### src/rtl/osc_freq_monitor_pkg.sv
// Shared monitor types: state encoding and default period/tolerance/timeout constants.
// The status-register block uses the same defaults, so it can decode PERIOD without a separate copy.
package osc_freq_monitor_pkg;

  localparam int STATE_W = 2;

  typedef enum logic [STATE_W-1:0] {
    ST_IDLE   = 2'd0,
    ST_ACQ    = 2'd1,
    ST_LOCKED = 2'd2,
    ST_FAULT  = 2'd3
  } state_e;

  localparam int DEF_CNT_W      = 8;
  localparam int DEF_EXP_PERIOD = 50;
  localparam int DEF_TOL        = 2;
  localparam int DEF_LOCK_CNT   = 4;
  localparam int DEF_TIMEOUT    = 200;
  localparam int GOOD_W         = 4;

endpackage

### src/rtl/osc_mon_sync_edge.sv
// osc_mon_sync_edge: 2-flop synchronizer on an asynchronous input, followed by a registered rising-edge pulse.
// Latency: the pulse is high in the 3rd i_clk cycle after i_async rises. There is no backpressure, and every edge is reported.
module osc_mon_sync_edge (
  input  logic i_clk,
  input  logic i_rst_n,
  input  logic i_async,
  output logic o_rise
);

  logic r_meta;
  logic r_sync;
  logic r_prev;
  logic r_rise;

  always_ff @(posedge i_clk or negedge i_rst_n) begin
    if (!i_rst_n) begin
      r_meta <= 1'b0;
      r_sync <= 1'b0;
      r_prev <= 1'b0;
      r_rise <= 1'b0;
    end else begin
      r_meta <= i_async;
      r_sync <= r_meta;
      r_prev <= r_sync;
      r_rise <= r_sync & ~r_prev;
    end
  end

  assign o_rise = r_rise;

endmodule

### src/rtl/osc_freq_monitor.sv
// osc_freq_monitor: measures each OSC_IN period in CLK cycles, then qualifies the oscillator (LOCKED/FAULT/STUCK).
// Latency: PERIOD/status update 4 CLK after an OSC_IN rise. There is no backpressure. Defining OSC_FREQ_MONITOR_IRQ_EN adds IRQ/IRQ_CLR.
module osc_freq_monitor
  import osc_freq_monitor_pkg::*;
#(
  parameter int CNT_W      = DEF_CNT_W,
  parameter int EXP_PERIOD = DEF_EXP_PERIOD,
  parameter int TOL        = DEF_TOL,
  parameter int LOCK_CNT   = DEF_LOCK_CNT,
  parameter int TIMEOUT    = DEF_TIMEOUT
) (
  input  logic             CLK,
  input  logic             RESETN,
  input  logic             OSC_IN,
  input  logic             ENABLE,
`ifdef OSC_FREQ_MONITOR_IRQ_EN
  input  logic             IRQ_CLR,
  output logic             IRQ,
`endif
  output logic [CNT_W-1:0] PERIOD,
  output logic             PERIOD_VALID,
  output logic             LOCKED,
  output logic             FAULT,
  output logic             STUCK
);

  localparam int PW = CNT_W + 1;
  localparam logic [PW-1:0]     C_TIMEOUT = PW'(TIMEOUT);
  localparam logic [CNT_W-1:0]  C_TO_N    = CNT_W'(TIMEOUT);
  localparam logic [PW-1:0]     C_EXP     = PW'(EXP_PERIOD);
  localparam logic [PW-1:0]     C_TOL     = PW'(TOL);
  localparam logic [GOOD_W-1:0] C_LOCK    = GOOD_W'(LOCK_CNT);

  state_e              r_state;
  state_e              w_state_nxt;
  logic [CNT_W-1:0]    r_cnt;
  logic [CNT_W-1:0]    r_period;
  logic                r_period_vld;
  logic [GOOD_W-1:0]   r_good;
  logic [GOOD_W-1:0]   w_good_nxt;
  logic                r_stuck;
  logic                w_stuck_nxt;
  logic                r_armed;
  logic                w_rise;
  logic [PW-1:0]       w_elapsed;
  logic [CNT_W-1:0]    w_period;
  logic [PW-1:0]       w_per_x;
  logic                w_in_win;
  logic                w_measure;
  logic                w_timeout;
  logic                w_running;

  osc_mon_sync_edge u_sync (
    .i_clk   (CLK),
    .i_rst_n (RESETN),
    .i_async (OSC_IN),
    .o_rise  (w_rise)
  );

  // r_cnt counts the cycles since the last pulse minus one, so that w_elapsed is the period ending at this cycle.
  assign w_elapsed = {1'b0, r_cnt} + PW'(1);
  assign w_period  = (w_elapsed >= C_TIMEOUT) ? C_TO_N : w_elapsed[CNT_W-1:0];
  assign w_per_x   = {1'b0, w_period};
  assign w_in_win  = ((w_per_x + C_TOL) >= C_EXP) && (w_per_x <= (C_EXP + C_TOL));
  assign w_running = (r_state == ST_ACQ) || (r_state == ST_LOCKED);
  assign w_measure = w_rise && r_armed;
  assign w_timeout = !w_rise && w_running && (w_elapsed >= C_TIMEOUT);

  always_comb begin
    w_state_nxt = r_state;
    w_good_nxt  = r_good;
    w_stuck_nxt = r_stuck;
    if (!ENABLE) begin
      w_state_nxt = ST_IDLE;
      w_good_nxt  = '0;
      w_stuck_nxt = 1'b0;
    end else begin
      case (r_state)
        ST_IDLE: w_state_nxt = ST_ACQ;
        ST_ACQ: begin
          if (w_timeout) begin
            w_state_nxt = ST_FAULT;
            w_stuck_nxt = 1'b1;
          end else if (w_measure) begin
            if (w_in_win) begin
              w_good_nxt = r_good + GOOD_W'(1);
              if ((r_good + GOOD_W'(1)) == C_LOCK) w_state_nxt = ST_LOCKED;
            end else begin
              w_good_nxt = '0;
            end
          end
        end
        ST_LOCKED: begin
          if (w_timeout) begin
            w_state_nxt = ST_FAULT;
            w_stuck_nxt = 1'b1;
          end else if (w_measure && !w_in_win) begin
            w_state_nxt = ST_FAULT;
            w_stuck_nxt = 1'b0;
          end
        end
        default: w_state_nxt = r_state;
      endcase
    end
  end

  always_ff @(posedge CLK or negedge RESETN) begin
    if (!RESETN) begin
      r_state      <= ST_IDLE;
      r_cnt        <= '0;
      r_period     <= '0;
      r_period_vld <= 1'b0;
      r_good       <= '0;
      r_stuck      <= 1'b0;
      r_armed      <= 1'b0;
    end else begin
      r_state      <= w_state_nxt;
      r_good       <= w_good_nxt;
      r_stuck      <= w_stuck_nxt;
      r_period_vld <= ENABLE && w_measure;
      if (ENABLE && w_measure) r_period <= w_period;
      if (!ENABLE || (r_state == ST_IDLE)) begin
        r_cnt   <= '0;
        r_armed <= 1'b0;
      end else if (w_rise) begin
        r_cnt   <= '0;
        r_armed <= 1'b1;
      end else if (r_cnt != C_TO_N) begin
        r_cnt   <= r_cnt + CNT_W'(1);
      end
    end
  end

`ifdef OSC_FREQ_MONITOR_IRQ_EN
  logic r_irq;
  logic w_irq_set;

  // A new event wins over IRQ_CLR in the same cycle, so that no loss of lock is missed.
  assign w_irq_set = ((w_state_nxt == ST_FAULT) && (r_state != ST_FAULT)) ||
                     ((r_state == ST_LOCKED) && (w_state_nxt != ST_LOCKED));

  always_ff @(posedge CLK or negedge RESETN) begin
    if (!RESETN) r_irq <= 1'b0;
    else         r_irq <= w_irq_set | (r_irq & ~IRQ_CLR);
  end

  assign IRQ = r_irq;
`endif

  assign PERIOD       = r_period;
  assign PERIOD_VALID = r_period_vld;
  assign LOCKED       = (r_state == ST_LOCKED);
  assign FAULT        = (r_state == ST_FAULT);
  assign STUCK        = r_stuck;

endmodule

### config.mk
export PLATFORM = sky130hd
export DESIGN_NAME = osc_freq_monitor
export DESIGN_NICKNAME = d
export VERILOG_FILES = /design/src/rtl/osc_freq_monitor_pkg.sv /design/src/rtl/osc_mon_sync_edge.sv /design/src/rtl/osc_freq_monitor.sv
export SDC_FILE = /design/constraint.sdc
export NUM_CORES = 1
export LEC_CHECK = 0
export CAP_MARGIN = 0
export CORE_MARGIN = 2
export CORE_UTILIZATION = 50
export CTS_CLUSTER_SIZE = 16
export DETAILED_ROUTE_END_ITERATION = 12
export GPL_ROUTABILITY_DRIVEN = 1
export PLACE_DENSITY = 0.71
export SLEW_MARGIN = 10
export SYNTH_ARGS = -nofsm -noshare
export SYNTH_HDL_FRONTEND = slang
export SYNTH_SLANG_ARGS = --single-unit
### constraint.sdc
create_clock -name CLK -period 8.3 [get_ports CLK]
set_input_delay 1.66 -clock CLK [delete_from_list [all_inputs] [get_ports CLK]]
set_output_delay 1.66 -clock CLK [all_outputs]
set_load 0.03 [all_outputs]
==> metrics.txt <==
die width=roughly 64 microns; # H-tree levels=2; Avg Inst Size Synth=a little over 9 sq um; r2r setup slk=about 4.5 ns; worst skew pair latency=0.32 ns; PortBufs=15; Reg2Reg Capture Point=r_state[0]; CTS clk-pin slew, worst paths=roughly 0.1 ns; GP Congestion=roughly 0.93; CP endpoint=r_state[0]; vias in the first global route=approximately 1.4k; Yosys top cell by area=dfrtp_1; Slew Limit Headroom=between 50% and 60%; Synth top area share=40.87%; CP max stage delay=around 0.54 ns; fin area=approximately 2000 sq um; DR vias=~1.4k; Num CTS Buffers=5; Hold Fails Final Rpt=0; synth top area cells=dfrtp_1 41%, ha_1 7.0%, nand2_1 4.2%; Crit Path Max Fanout=9; Core ar.=3363 sq um; GRT overflow=0; CTS Hold Bufs=0; layout cell share with drive strength beyond 1=just under 9%; Cells after Synth=190; fin crit share=~46%; Setup crit start=r_cnt[0]; largest family of logic cells by synthesized area=simple AND/OR/NAND/NOR gates; Clock Skews=~0.0042 ns; Worst setup EP type=flip-flop; Leak=between 0.8 and 0.9 nW; Synthesized Nets=just over 200; endpoints failing setup=0; DRT iter0 DRCs=139; final antenna-violating net count=0; status=finished clean; vias per cell=around 5.7; Root Driver=clkbuf_4; final setup TNS=0 ns; Area after DPL=1932 sq um; Max Cap Viol=0; nets@finish=217; n_diodes=0; Post-CTS Setup Inserts=0; Hold Path Class=flip-flop to flip-flop; CTS resizes=0; VDD IR-drop max=0.1283 mV; Post-Synth Adder-Cell Area=7.047%; FP Rows=21; Worst EP arrival=4.04 ns; CP Data Required Time=~8.5 ns; area grow syn2layout=11.91%; pwr/cell area=roughly 180 nW/um^2; Period minus WS final=~3.8 ns; xor/xnor share of the synthesized area=about 4.4%; Fillers=311; Distinct cells, synth=46; Yosys warnings=0; Max Freq=about 260 MHz; final WL=between 3000 and 4000 microns; worst-margin pin slew=0.6247 ns; Seq. cell area=725.7 sq um; largest net degree at the start of global routing=30; Synth Area in Simple Gates=a little over a fifth; complex-gate fraction of the synthesized area=16.28%; top-level port count=16; Pre-antenna DRT Iters=4; first-pass GRT wire length=around 6400 microns; CP max stage cell=or4_4; DRC=0; RSZ-0062 raised after global routing=false; area occupied by multi-input gates=949.7 sq um; TritonCTS clock tree=built; die outline height=approximately 64 microns; R2R depth=13; critical path startpoint category=flip-flop; Worst R2R Start=r_cnt[0]; #FFs+latches synth=29; post-DR wirelength/cell=approximately 15 microns; Starting Density=between 50% and 60%; worst-path cell chain=ha_1 -> and2_4 -> a21oi_1 -> nor3b_1 -> a31o_2 -> nor2_1 -> ha_1 -> nand3b_1 -> or4_4 -> a221oi_4 -> mux2i_1 -> a21oi_2 -> mux2_1; die area=slightly above 4000 sq um; deepest clock path buffer count=2; post-synthesis mux area share=4.651%; Final Max Tran Viols=0; critical path class=flip-flop to flip-flop; post-synthesis sequential area ratio=a little over 40%; CP dominant cell by count=ha_1; Mapped Area=~1800 sq um; gr usage total=between 20% and 30%; CTS sink cnt=29; Post-DP HPWL=2716 microns; initial antenna violation count=0
## worst min path at each step
stage / startpoint / end / slack, ns / cells past startpoint
after global routing: u_sync.r_meta / u_sync.r_sync / 0.39 / 0
after global placement: u_sync.r_meta / u_sync.r_sync / 0.34 / 0
after detailed placement: u_sync.r_meta / u_sync.r_sync / 0.35 / 0
after floorplan: u_sync.r_meta / u_sync.r_sync / 0.33 / 0
final: u_sync.r_meta / u_sync.r_sync / 0.37 / 0
after CTS: u_sync.r_meta / u_sync.r_sync / 0.38 / 0
## per-layer routing
metal	track usage, %	wire [microns]	vias up
li1	-	-	688
met1	24.74	1591	696
met2	35.13	1836	34
met3	3.750	142	8
met4	10.05	70	0
met5	0	0	-
## cell families after synthesis
group                    after synthesis
multiplexers                           8
XOR/XNOR                               9
buffers and inverters                 21
AO/OA/AOI/OAI                         39
AND/OR/NAND/NOR                       74
adder cells (fa/ha/maj)               10
flip-flops                            29
## worst max-delay path, delay by kind of cell, from the launching register on
family | cells | cell delay (ns)
multiplexers | 2 | 0.58
flip-flops | 1 | 0.47
AO/OA/AOI/OAI | 4 | 0.79
AND/OR/NAND/NOR | 5 | 1.24
adder cells (fa/ha/maj) | 2 | 0.65
## registers in the layout (all words and copies together) (netlist names)
signal / flops
u_sync.r_prev: 1
r_cnt: 8
u_sync.r_meta: 1
u_sync.o_rise: 1
r_armed: 1
PERIOD_VALID: 1
STUCK: 1
PERIOD: 8
r_state: 2
r_good: 4
u_sync.r_sync: 1
## synth_stat cells (all sizes together)
master,number
o221ai,1
nand2,20
dfrtp,29
and2,3
mux2i,6
nand2b,4
nor2,17
mux2,2
a221oi,1
ha,10
o31ai,5
o311ai,1
nor2b,1
o211a,1
o22a,2
nand3,6
or4,1
a31o,1
or2,2
a22o,2
nor3,4
clkbuf,3
a31oi,5
nor4b,1
a21oi,10
and3,4
a21boi,1
inv,11
a211o,1
or3,4
a211oi,2
and4,1
nor4,1
nand4,2
xor2,4
o21ai,6
xnor2,5
nor3b,2
nand3b,1
buf,7
## per-stage QoR
step | util [%] | total power [mW] | std cells | setup WS (ns) | hold WS, ns
CTS | 59.08 | 0.3676 | 250 | 4.466 | 0.3819
global route | 59.08 | 0.3874 | 250 | 4.206 | 0.3905
finish | 59.08 | 0.3633 | 250 | 4.471 | 0.3750
floorplan | - | 0.2432 | 190 | 4.761 | 0.3312
global placement | 57.44 | 0.2792 | 242 | 4.625 | 0.3442
detailed placement | 57.44 | 0.2835 | 242 | 4.500 | 0.3550
## final cells by class
cell class | count | area share, %
sequential | 29 | 36.52
clock buffer | 5 | 1.889
multi-input combinational | 140 | 47.80
timing repair buffer | 16 | 7.934
clock inverter | 3 | 0.8816
inverter | 11 | 2.078
tap | 46 | 2.897
## power breakdown
| part | switching (mW) | internal, mW | total [mW] |
|---|---|---|---|
| clock network | 0.0510 | 0.0319 | 0.0829 |
| registers | 0.0123 | 0.155 | 0.167 |
| logic | 0.0671 | 0.0462 | 0.113 |
## cell usage in the layout (no fill, tap or decap), types with 6 or more instances in the layout
| master | netlist | routed |
|---|---|---|
| ha_1 | 10 | 10 |
| a21oi_1 | 9 | 9 |
| o21ai_0 | 6 | 6 |
| nand3_1 | 6 | 6 |
| nand2_1 | 20 | 20 |
| nor2_1 | 17 | 17 |
| clkdlybuf4s50_1 | 0 | 15 |
| inv_1 | 11 | 11 |
| mux2i_1 | 6 | 6 |
| dfrtp_1 | 29 | 29 |
(Power assumes the default switching activity.)
